==> config.mk <==
export PLATFORM = sky130hd
export DESIGN_NAME = operand_fetch
export DESIGN_NICKNAME = d
export VERILOG_FILES = /design/src/rtl/operand_fetch.sv
export SDC_FILE = /design/constraint.sdc
export NUM_CORES = 1
export LEC_CHECK = 0
export ABC_CLOCK_PERIOD_IN_PS = 5900
export BUFFER_PORTS_ARGS = -buffer_cell sky130_fd_sc_hd__buf_4
export CORE_UTILIZATION = 53
export DETAILED_ROUTE_END_ITERATION = 16
export PLACE_DENSITY = 0.8
export SLEW_MARGIN = 20
export SYNTH_ARGS = -nofsm -noshare
export SYNTH_HDL_FRONTEND = slang
export SYNTH_SLANG_ARGS = --single-unit
==> constraint.sdc <==
create_clock -name clk -period 5.9 [get_ports clk]
set_input_delay 0.295 -clock clk [delete_from_list [all_inputs] [get_ports clk]]
set_output_delay 0.295 -clock clk [all_outputs]
set_load 0.01 [all_outputs]
==> src/rtl/operand_fetch.sv <==
// ---------------------------------------------------------------------------
// operand_fetch
//
// Operand-fetch stage placed directly upstream of the register file. Decoded
// instructions arrive over a valid/ready handshake and enter slot A while the
// register-file reads are in flight. They then move to slot B, the output
// register, with both operands resolved. Operands are merged with the
// writeback port, which is snooped both live and one cycle delayed.
//
// Ports:
//   clk, rst                   clock (rising edge), asynchronous active-high reset
//   in_valid / in_ready        upstream handshake
//   in_rs1, in_rs2             source register indices
//   in_rd, in_tag              payload carried through unchanged
//   rf_rs1_addr, rf_rs2_addr   register-file read addresses (combinational)
//   rf_rs1_data, rf_rs2_data   register-file read data, one cycle after address
//   wb_addr, wb_data, wb_wren  snooped writeback port
//   flush                      synchronous kill of both slots
//   out_valid / out_ready      downstream handshake
//   out_rs1_val, out_rs2_val   resolved operands
//   out_rd, out_tag            carried payload
// ---------------------------------------------------------------------------
module operand_fetch #(
    parameter int unsigned DATA_WIDTH = 32,
    parameter int unsigned REG_NUM    = 32,
    parameter int unsigned TAG_WIDTH  = 8,
    localparam int unsigned AW        = $clog2(REG_NUM)
) (
    input  logic                  clk,
    input  logic                  rst,

    input  logic                  in_valid,
    output logic                  in_ready,
    input  logic [AW-1:0]         in_rs1,
    input  logic [AW-1:0]         in_rs2,
    input  logic [AW-1:0]         in_rd,
    input  logic [TAG_WIDTH-1:0]  in_tag,

    output logic [AW-1:0]         rf_rs1_addr,
    input  logic [DATA_WIDTH-1:0] rf_rs1_data,
    output logic [AW-1:0]         rf_rs2_addr,
    input  logic [DATA_WIDTH-1:0] rf_rs2_data,

    input  logic [AW-1:0]         wb_addr,
    input  logic [DATA_WIDTH-1:0] wb_data,
    input  logic                  wb_wren,

    input  logic                  flush,

    output logic                  out_valid,
    input  logic                  out_ready,
    output logic [DATA_WIDTH-1:0] out_rs1_val,
    output logic [DATA_WIDTH-1:0] out_rs2_val,
    output logic [AW-1:0]         out_rd,
    output logic [TAG_WIDTH-1:0]  out_tag
);

    // Slot A: instruction whose register-file reads are in flight.
    logic                  a_valid;
    logic [AW-1:0]         a_rs1;
    logic [AW-1:0]         a_rs2;
    logic [AW-1:0]         a_rd;
    logic [TAG_WIDTH-1:0]  a_tag;

    // Source indices of the instruction held in slot B, for held-operand bypass.
    logic [AW-1:0]         b_rs1;
    logic [AW-1:0]         b_rs2;

    // Writeback seen on the previous cycle. The registered read issued in
    // that cycle returned the pre-write value, so this covers the gap.
    logic                  lw_valid;
    logic [AW-1:0]         lw_addr;
    logic [DATA_WIDTH-1:0] lw_data;

    logic                  b_free;
    logic                  a_move;
    logic                  accept;
    logic [DATA_WIDTH-1:0] op1;
    logic [DATA_WIDTH-1:0] op2;
    logic                  hold_upd1;
    logic                  hold_upd2;

    assign b_free   = !out_valid || out_ready;
    assign a_move   = a_valid && b_free;
    assign in_ready = !a_valid || b_free;
    assign accept   = in_valid && in_ready;

    // A stalled slot A re-reads its own sources so rf data stays current.
    assign rf_rs1_addr = in_ready ? in_rs1 : a_rs1;
    assign rf_rs2_addr = in_ready ? in_rs2 : a_rs2;

    // Operand resolution for slot A: x0, live writeback, last writeback, rf.
    always_comb begin
        op1 = rf_rs1_data;
        if (a_rs1 == '0) begin
            op1 = '0;
        end else if (wb_wren && (wb_addr == a_rs1)) begin
            op1 = wb_data;
        end else if (lw_valid && (lw_addr == a_rs1)) begin
            op1 = lw_data;
        end
    end

    always_comb begin
        op2 = rf_rs2_data;
        if (a_rs2 == '0) begin
            op2 = '0;
        end else if (wb_wren && (wb_addr == a_rs2)) begin
            op2 = wb_data;
        end else if (lw_valid && (lw_addr == a_rs2)) begin
            op2 = lw_data;
        end
    end

    // A held output must track writes to its sources so it is never stale.
    assign hold_upd1 = wb_wren && (wb_addr == b_rs1) && (b_rs1 != '0);
    assign hold_upd2 = wb_wren && (wb_addr == b_rs2) && (b_rs2 != '0);

    always_ff @(posedge clk or posedge rst) begin
        if (rst) begin
            a_valid     <= 1'b0;
            a_rs1       <= '0;
            a_rs2       <= '0;
            a_rd        <= '0;
            a_tag       <= '0;
            b_rs1       <= '0;
            b_rs2       <= '0;
            lw_valid    <= 1'b0;
            lw_addr     <= '0;
            lw_data     <= '0;
            out_valid   <= 1'b0;
            out_rs1_val <= '0;
            out_rs2_val <= '0;
            out_rd      <= '0;
            out_tag     <= '0;
        end else begin
            lw_valid <= wb_wren;
            lw_addr  <= wb_addr;
            lw_data  <= wb_data;

            if (flush) begin
                // Both slots die; an input accepted this cycle is dropped too.
                a_valid   <= 1'b0;
                out_valid <= 1'b0;
            end else begin
                if (a_move) begin
                    out_valid   <= 1'b1;
                    out_rs1_val <= op1;
                    out_rs2_val <= op2;
                    out_rd      <= a_rd;
                    out_tag     <= a_tag;
                    b_rs1       <= a_rs1;
                    b_rs2       <= a_rs2;
                end else if (out_ready) begin
                    out_valid <= 1'b0;
                end else if (out_valid) begin
                    if (hold_upd1) begin
                        out_rs1_val <= wb_data;
                    end
                    if (hold_upd2) begin
                        out_rs2_val <= wb_data;
                    end
                end

                if (accept) begin
                    a_valid <= 1'b1;
                    a_rs1   <= in_rs1;
                    a_rs2   <= in_rs2;
                    a_rd    <= in_rd;
                    a_tag   <= in_tag;
                end else if (a_move) begin
                    a_valid <= 1'b0;
                end
            end
        end
    end

endmodule

==> qor.yml, run 1 <==
drtIter0Drc: 1099
wl_met1_mm: 10.71
synth.yosys.seq_area_share: 0.4496
die_h_um: 127.5
clock-root-buffer: "clkbuf_16"
track_usage: 0.3439
max_stage_delay_ps: 860
worstPathMaxFanout: 33
fin_skew_ps: 9.183
num_rows: 45
drive_gt1_frac: 0.3241
gp_congestion: 0.9347
cts_tree: "done"
syn_nets: 966
dr_wl_met2_mm: 12.33
ys_ff_latch: 150
post_cts_buffers: 0
clock_sinks: 150
crit_type: "reg2reg"
area_delta_synth_final_pct: 25.15
status: "complete, no violations"
antenna_found_initial: 0
rsz0062_at_grt: "no"
utilization: 0.6822
post_cts_resized: 0
dpl.hpwl_mm: 17.31
htree_num_levels: 4
grt_pass1_vias: 8316
synth_edf_count: 0
tns_ps: 0
slew_violations: 0
final_cell_mix: "buf_4, dfrtp_1, nand2_1"
nNetsFinal: 1132
die_w_um: 127.5
synth_area_um2: 8348
critPathArrivalTime_ps: 3440
ir_worst_vdd_mv: 0.2060
route.top_layer_used: "met4"
power_density_nw_per_um2: 331.4
post-place-ws_ps: 2746
routed-wl-met3_mm: 3.437
power_leakage_nw: 4.321
fmax_mhz: 324.4
n_antenna_cell: 0
final_common_cell: "buf_4"
gr-total-overflow: 0
worst_pin_slew_ps: 1081
synthArstFlopShare: 1.000
setup_violations: 0
io_pins: 219
grt_pass1_wl_mm: 43.07
hold_violations: 0
antenna_left: 0
drt_wl_total_mm: 27.64
clock_latency_ps: 430
wl_per_cell_um: 22.54
netlist-cell-type-count: 47
numCtsBuffers: 17
min_path_type: "in2reg"
via_count: 8170
timing.final.crit_share: 0.5225
core_area_um2: 15310
io_buffer_count: 218
worstPathRequired_ps: 6260
grt_max_degree: 92
ys_warn_count: 0
min_period_ps: 3083
path_clk_slew_ps: 60
die_area_um2: 16260
vias_per_cell: 6.664
max_cap_viol_count: 0
fin_ws_ps: 2817
slew_headroom: 0.2778
crit_chain: "xnor2_1 > nand4_2 > or2_1 > buf_4 > a31oi_1 > o22a_1"
r2r_setup_slack_ps: 2820
synth_ff_type: "dfrtp_1"
cts.path.max_buffers: 2
initial_utilization: 0.5451
crit_path_top_delay_cell: "nand4_2"
dr.pass1.iters: 6
drcViolationCount: 0
syn_area_per_cell_um2: 9.986
crit_path_start_kind: "flop"
syn_inst: 836
endpoint_kind: "flop"
-- layer usage --
metal,track usage,up-vias
met5,0,-
met4,0.1737,0
met3,0.1227,106
met2,0.5233,670
met1,0.4333,3883
li1,-,3511
-- worst paths after layout --
path / cells past startpoint / endpoint / startpoint
setup reg to reg: 6 / out_rs1_val[15] / a_rs1[1]
setup / recovery: 6 / out_rs1_val[15] / a_rs1[1]
hold reg to reg: 2 / out_tag[5] / a_tag[5]
max in group asynchronous: 3 / out_rs2_val[18] / rst
hold / removal: 1 / lw_data[5] / wb_data[5]
min in group asynchronous: 2 / out_tag[0] / rst
-- kinds of logic (layout without fill, tap and decap cells) --
kind of cell / Yosys count / count (layout) / share of synthesized area
xor+xnor: 28 / 28 / 0.03118
compound gates: 297 / 297 / 0.2528
mux: 33 / 33 / 0.04451
buf+inv: 96 / 275 / 0.08393
flops: 150 / 150 / 0.4496
simple gates: 232 / 232 / 0.1379
-- registers in the layout (all words and copies together) (netlist names) --
| register | count |
|---|---|
| lw_data | 32 |
| out_rs1_val | 32 |
| out_rs2_val | 32 |
| a_tag | 8 |
| out_tag | 8 |
| a_rd | 5 |
| a_rs1 | 5 |
| a_rs2 | 5 |
| b_rs1 | 5 |
| b_rs2 | 5 |
| lw_addr | 5 |
| out_rd | 5 |
| a_valid | 1 |
| lw_valid | 1 |
| out_valid | 1 |
-- report_power, final --
group          total, mW  internal, mW  switching, mW
sequential          1.33          1.20          0.133
clock               1.24         0.800          0.436
combinational      0.894         0.406          0.488
total               3.46          2.40           1.06
-- worst max-delay path, delay by kind of cell, from the launching register on --
kind | cells | cell delay (ps)
and+or+nand+nor | 2 | 1590
DFF | 1 | 470
AOI/OAI and AO/OA | 2 | 370
buffers and inverters | 1 | 310
xor gates and xnor gates | 1 | 260
-- synth_stat cells, drive strengths merged, types with 3 or more instances --
| cell type | n | area (um^2) |
|---|---|---|
| dlymetal6s2s | 6 | 75.07 |
| o22a | 64 | 560.5 |
| xor2 | 12 | 105.1 |
| nor3 | 3 | 20.02 |
| nor2 | 7 | 28.78 |
| nor4 | 3 | 55.05 |
| o31ai | 96 | 745.7 |
| mux2 | 33 | 371.6 |
| o21ai | 66 | 330.3 |
| dfrtp | 150 | 3754 |
| or2 | 4 | 25.03 |
| nand4 | 66 | 425.4 |
| xnor2 | 16 | 155.2 |
| clkbuf | 29 | 172.7 |
| a31oi | 64 | 400.4 |
| nand2 | 139 | 524.3 |
| buf | 58 | 436.7 |
-- what timing repair did --
action / CTS / global route
hold buffers: 7 / 0
endpoints found under the setup margin: 0 / 0
endpoints found under the hold margin: 7 / 0
-- metrics by stage --
| step | power (mW) | cells | instance area (um^2) | hold slack, ps |
|---|---|---|---|---|
| after floorplan | 1.826 | 836 | 8348 | 326.4 |
| after global placement | 2.197 | 1186 | 9693 | 437.1 |
| after detailed placement | 2.216 | 1186 | 9693 | 434.1 |
| after CTS | 3.453 | 1225 | 10430 | 0.1497 |
| after global routing | 3.581 | 1226 | 10450 | 0.1980 |
| final | 3.462 | 1226 | 10450 | 9.690 |
-- cell type report --
class,count,area [um^2]
multi-input cells,590,3913
inverters,2,12.51
clock inverters,14,230.2
flip-flops and latches,150,3755
well taps,211,264.0
fillers,1190,4867
clock buffers,18,439.2
repair buffers,241,1834
No activity file was read; power rests on OpenSTA's default activity.
==> run 2, diff against run 1 <==
- ABC_CLOCK_PERIOD_IN_PS: 5900 -> 2700
- CORE_UTILIZATION: 53 -> 48
- PLACE_DENSITY: 0.8 -> 0.77
- clock period: 5.9 -> 2.7 ns (I/O delays scaled with it)
==> run 2 against run 1 <==
Net effect: clock-buffer cell count up 6; non-clock buffer count up 69; clock power up 96%; via count up 2.0%; wire length up 5.0%; clock skew up 1.4 ps; power up 110%; final cell count up 6.4%; sequential share of layout area down 2.2 points; global-route usage down 1.1 points; die area up 10%.
==> qor.yml, run 2 (synthesis gave the netlist of run 1 again) <==
rsz0062_at_grt: "no"
min_period_ps: 2150  # -932.5 ps
tns_ps: 0  # unchanged
grt_pass1_wl_mm: 46.26  # +7.4%
timing.final.crit_share: 0.7965  # +0.2739
die_h_um: 133.9  # +5.0%
p_sw_mw: 2.343  # +120%
drcViolationCount: 0  # unchanged
fin_skew_ps: 10.59  # +1.403 ps
fmax_mhz: 465.0  # +43%
crit_type: "reg2reg"
slew_violations: 0  # unchanged
clock_latency_ps: 430  # about the same
pwr-share-seq: 0.393  # +0.008
cts.path.max_buffers: 2  # unchanged
max_cap_viol_count: 0  # unchanged
worst_pin_slew_ps: 885.2  # -195.5 ps
p_comb_frac: 0.280  # +0.022
switching_share: 0.3156  # +0.01016
clock_sinks: 150  # unchanged
routed-wl-met3_mm: 3.063  # -11%
fillers: 1296  # +8.9%
status: "complete, no violations"
endpoint_kind: "flop"
gr-total-overflow: 0  # unchanged
gp_congestion: 0.8794  # -5.9%
via_count: 8330  # +2.0%
ir_worst_vdd_mv: 0.6058  # +190%
drt_wl_total_mm: 29.03  # +5.0%
final_cell_mix: "buf_4, dfrtp_1, nand2_1"
antenna_found_initial: 0  # unchanged
drive_gt1_frac: 0.3127  # -0.01141
final_common_cell: "buf_4"
power_density_nw_per_um2: 666.7  # +100%
crit_path_start_kind: "flop"
worstPathRequired_ps: 3070  # -3190 ps
die_w_um: 133.9  # +5.0%
reg.largest.list: "lw_data (32), out_rs1_val (32), out_rs2_val (32)"
core_area_um2: 16760  # +9.4%
dpl.hpwl_mm: 18.33  # +5.9%
n_antenna_cell: 0  # unchanged
route.top_layer_used: "met4"
wl_per_cell_um: 22.26  # -1.2%
antenna_left: 0  # unchanged
wl_met1_mm: 11.59  # +8.2%
dr.pass1.iters: 7  # +1
post_cts_buffers: 0  # unchanged
io_pins: 219  # unchanged
p_clk_frac: 0.327  # -0.030
post_dp_cell_area_um2: 9908  # +2.2%
hold_violations: 0  # unchanged
nNetsFinal: 1201  # +6.1%
htree_num_levels: 4  # unchanged
area_delta_synth_final_pct: 33.39
clock-root-buffer: "clkbuf_16"
worstPathMaxFanout: 32  # -3.0%
setup_violations: 0  # unchanged
grt_pass1_vias: 8458  # +1.7%
vias_per_cell: 6.388  # -4.1%
initial_utilization: 0.4981  # -0.04700
dr_wl_met2_mm: 13.54  # +9.8%
critPathArrivalTime_ps: 2520  # -920 ps
io_buffer_count: 218  # unchanged
drtIter0Drc: 931  # -15%
path_clk_slew_ps: 60  # about the same
power_leakage_nw: 4.613  # +6.7%
numCtsBuffers: 17  # unchanged
num_rows: 47  # +4.4%
die_area_um2: 17920  # +10%
track_usage: 0.3330  # -0.01090
total_power_mw: 7.424  # +110%
min_path_type: "in2reg"
cts_tree: "done"
power.internal_mw: 5.081  # +110%
final_area_um2: 11140  # +6.6%
slew_headroom: 0.4098  # +0.1320
grt_max_degree: 65  # -29%
[run 2: worst paths after layout]
path / startpoint / end / slack (ps) / depth (start not counted)
worst min-delay path: out_ready / a_valid / 120 / 4
worst min register to register: a_tag[0] / out_tag[0] / 460 / 2
worst max-delay path: out_valid / out_rs2_val[26] / 550 / 5
worst max register to register: out_valid / out_rs2_val[26] / 550 / 5
min in group asynchronous: rst / out_rs1_val[5] / 380 / 3
max in group asynchronous: rst / out_rs2_val[30] / 1520 / 4
[run 2: what timing repair did]
action                    in CTS  in global routing
resized for setup              0                  0
hold endpoints to repair      90                  0
hold buffers                  63                  0
[run 2: area by class of cell]
class	count	area, um^2	share of cell area
Multi-Input combinational cell	590	3913	0.3513
Sequential cell	150	3755	0.3372
Timing Repair Buffer	310	2585	0.2321
Clock buffer	24	501.7	0.04506
Tap cell	220	275.3	0.02472
Clock inverter	8	95.09	0.008539
Inverter	2	11.26	0.001011
[run 2: worst max-delay path, stage by stage, from the launching register on]
cell	delay, ps
dfrtp_1	340
nor2b_1	340
nor2_1	100
nor3b_1	270
a31o_2	780
o22a_1	240
[run 2: stage by stage]
stage / setup slack (ps) / utilization / cells / hold WS [ps]
finish: 549.6 / 0.6644 / 1304 / 118.2
global placement: 678.6 / 0.5912 / 1209 / 273.3
global route: 459.4 / 0.6644 / 1304 / 140.9
CTS: 598.0 / 0.6644 / 1304 / 108.0
detailed placement: 619.2 / 0.5912 / 1209 / 278.3
floorplan: 676.0 / - / 836 / 166.4
[run 2: power by group through the flow]
| stage | Combinational (mW) | Sequential, mW | Clock (mW) |
|---|---|---|---|
| final | 2.08 | 2.92 | 2.43 |
| after global routing | 2.22 | 2.96 | 2.55 |
| after detailed placement | 1.98 | 2.95 | 0 |
| after CTS | 2.05 | 2.91 | 2.44 |
| after global placement | 1.93 | 2.94 | 0 |
| after floorplan | 1.01 | 2.98 | 0 |
[run 2: routing by layer]
layer,vias to the layer above,GRT usage
met5,-,0
met4,0,0.1433
met3,73,0.08881
met2,577,0.5167
met1,4034,0.4383
li1,3646,-
==> run 3, diff against run 2 <==
- ABC_CLOCK_PERIOD_IN_PS: 2700 -> 1800
- clock period: 2.7 -> 1.8 ns (I/O delays scaled with it)
==> run 3 against run 2 <==
Net effect: critical path depth rose by 1; combinational power rose by 73%; setup slack got worse by 580 ps; register-to-register slack got worse by 570 ps; via count rose by 6.5%; cell area rose by 9.5%; largest power group unchanged; clock-buffer cell count fell by 2; power rose by 61%; largest cell class unchanged; clock power rose by 64%; the run now ends with negative setup slack left; first-iteration DRC count rose by 15%; core utilization rose by 6.3 points; global-route usage rose by 1.7 points.
==> qor.yml, run 3 (synthesis gave the netlist of run 1 again) <==
r2r_setup_slack_ps: -20  # -570 ps
grt_pass1_wl_mm: 48.03  # +3.8%
grt_max_degree: 85  # +31%
io_pins: 219  # unchanged
antenna_left: 0  # unchanged
antenna_found_initial: 0  # unchanged
fin_skew_ps: 6.765  # -3.821 ps
core_area_um2: 16760  # unchanged
max_cap_viol_count: 0  # unchanged
gp_congestion: 0.8936  # +1.6%
status: "finished with violations"
area_delta_synth_final_pct: 46.01
slew_violations: 0  # unchanged
num_rows: 47  # unchanged
gr-total-overflow: 0  # unchanged
fin_ws_ps: -32.61  # -582.2 ps
clock_sinks: 150  # unchanged
cts.path.max_buffers: 2  # unchanged
final_common_cell: "buf_4"
power.internal_mw: 8.245  # +62%
final_cell_mix: "buf_4, dfrtp_1, nand2_1"
holdWs_ps: 89.30  # -28.89 ps
min_path_type: "in2reg"
nNetsFinal: 1246  # +3.7%
die_h_um: 133.9  # unchanged
fmax_mhz: 545.7
critPathArrivalTime_ps: 1740  # -780 ps
p_sw_mw: 3.720  # +59%
fillers: 1141  # -12%
hold_violations: 0  # unchanged
tns_ps: -256.9  # -256.9 ps
register_area_um2: 3767  # +0.33%
die_area_um2: 17920  # unchanged
via_count: 8868  # +6.5%
violations: "negative setup slack"
timing.final.crit_share: 1.018
wl_per_cell_um: 24.32  # +9.3%
crit_type: "reg2out"
multi_input_area_um2: 4264  # +9.0%
reg.largest.list: "lw_data (32), out_rs1_val (32), out_rs2_val (32)"
cts_tree: "done"
p_comb_frac: 0.300  # +0.020
total_power_mw: 11.96  # +61%
drive_gt1_frac: 0.3883  # +0.07557
min_period_ps: 1833
ir_worst_vdd_mv: 0.7779  # +28%
io_buffer_count: 218  # unchanged
numCtsBuffers: 17  # unchanged
initial_utilization: 0.4981  # unchanged
grt_pass1_vias: 8968  # +6.0%
slew_headroom: 0.5427  # +0.1328
htree_num_levels: 4  # unchanged
pwr-share-seq: 0.366  # -0.027
crit_path_start_kind: "flop"
switching_share: 0.3109  # -0.004673
drt_wl_total_mm: 32.79  # +13%
worstPathMaxFanout: 5  # -84%
dr.pass1.iters: 6  # -1
setup_violations: 15  # +15
drtIter0Drc: 1072  # +15%
path_clk_slew_ps: 60  # about the same
utilization: 0.7273  # +0.06286
power_leakage_nw: 5.107  # +11%
instances_no_fill: 1348  # +3.4%
n_antenna_cell: 0  # unchanged
die_w_um: 133.9  # unchanged
numPlacedInstances: 1236  # +2.2%
clock-root-buffer: "clkbuf_16"
endpoint_kind: "output port"
dpl.hpwl_mm: 19.10  # +4.2%
worstPathRequired_ps: 1710  # -1360 ps
power_density_nw_per_um2: 981.6  # +47%
p_clk_frac: 0.333  # +0.006
drcViolationCount: 0  # unchanged
clock_latency_ps: 430  # about the same
vias_per_cell: 6.579  # +3.0%
worst_pin_slew_ps: 686.0  # -199.2 ps
track_usage: 0.3496  # +0.01656
rsz0062_at_grt: "yes"
-- run 3: layout make-up --
cell class                      count  share of cell area
Clock buffer                       22             0.03890
Clock inverter                      9             0.01417
Inverter                            2           0.0009238
Multi-Input combinational cell    590              0.3498
Sequential cell                   150              0.3091
Tap cell                          220             0.02258
Timing Repair Buffer              355              0.2645
-- run 3: power by group through the flow --
stage                     logic (mW)  clock network [mW]  registers [mW]
after CTS                       3.31                3.97            4.34
after detailed placement        3.14                   0            4.39
final                           3.59                3.99            4.38
after global routing            3.78                4.12            4.43
after global placement          3.08                   0            4.38
after floorplan                 1.51                   0            4.47
-- run 3: worst max-delay path, cell delays in order, from the launching register on --
cell	delay, ps
dfrtp_1	350
nor2b_4	170
buf_6	140
nand2_8	70
buf_8	140
mux2_4	310
buf_6	130
-- run 3: metal layers --
metal	up-vias	track usage	share of wire	routed length, um
met1	4202	0.4238	0.35	11620
met2	768	0.5659	0.48	15600
met5	-	0	0	0
li1	3734	-	-	-
met4	0	0.1913	0.050	1632
met3	164	0.09410	0.12	3933
-- run 3: final timing paths --
kind,startpoint,to,cells after the start
max reg2reg,out_valid,out_rs1_val[8],7
min reg2reg,a_rd[0],out_rd[0],2
max,out_valid,rf_rs2_addr[4],6
max in group asynchronous,rst,out_rs2_val[14],4
min,rf_rs2_data[31],out_rs2_val[31],4
min in group asynchronous,rst,out_tag[3],3
-- run 3: repair_timing --
item | in CTS | in global routing
cloned | 1 | 5
resized for setup | 37 | 74
setup buffers | 5 | 7
hold buffers | 63 | 0
setup endpoints to repair | 33 | 75
pin swaps | 0 | 6
endpoints found under the hold margin | 212 | 0
-- run 3: per-stage QoR --
stage	worst slack, ps	cell area [um^2]
after floorplan	-179.0	8352
after global placement	-18.42	10240
after detailed placement	-19.51	10240
after CTS	-23.72	11690
after global routing	-96.75	12190
final	-32.61	12190
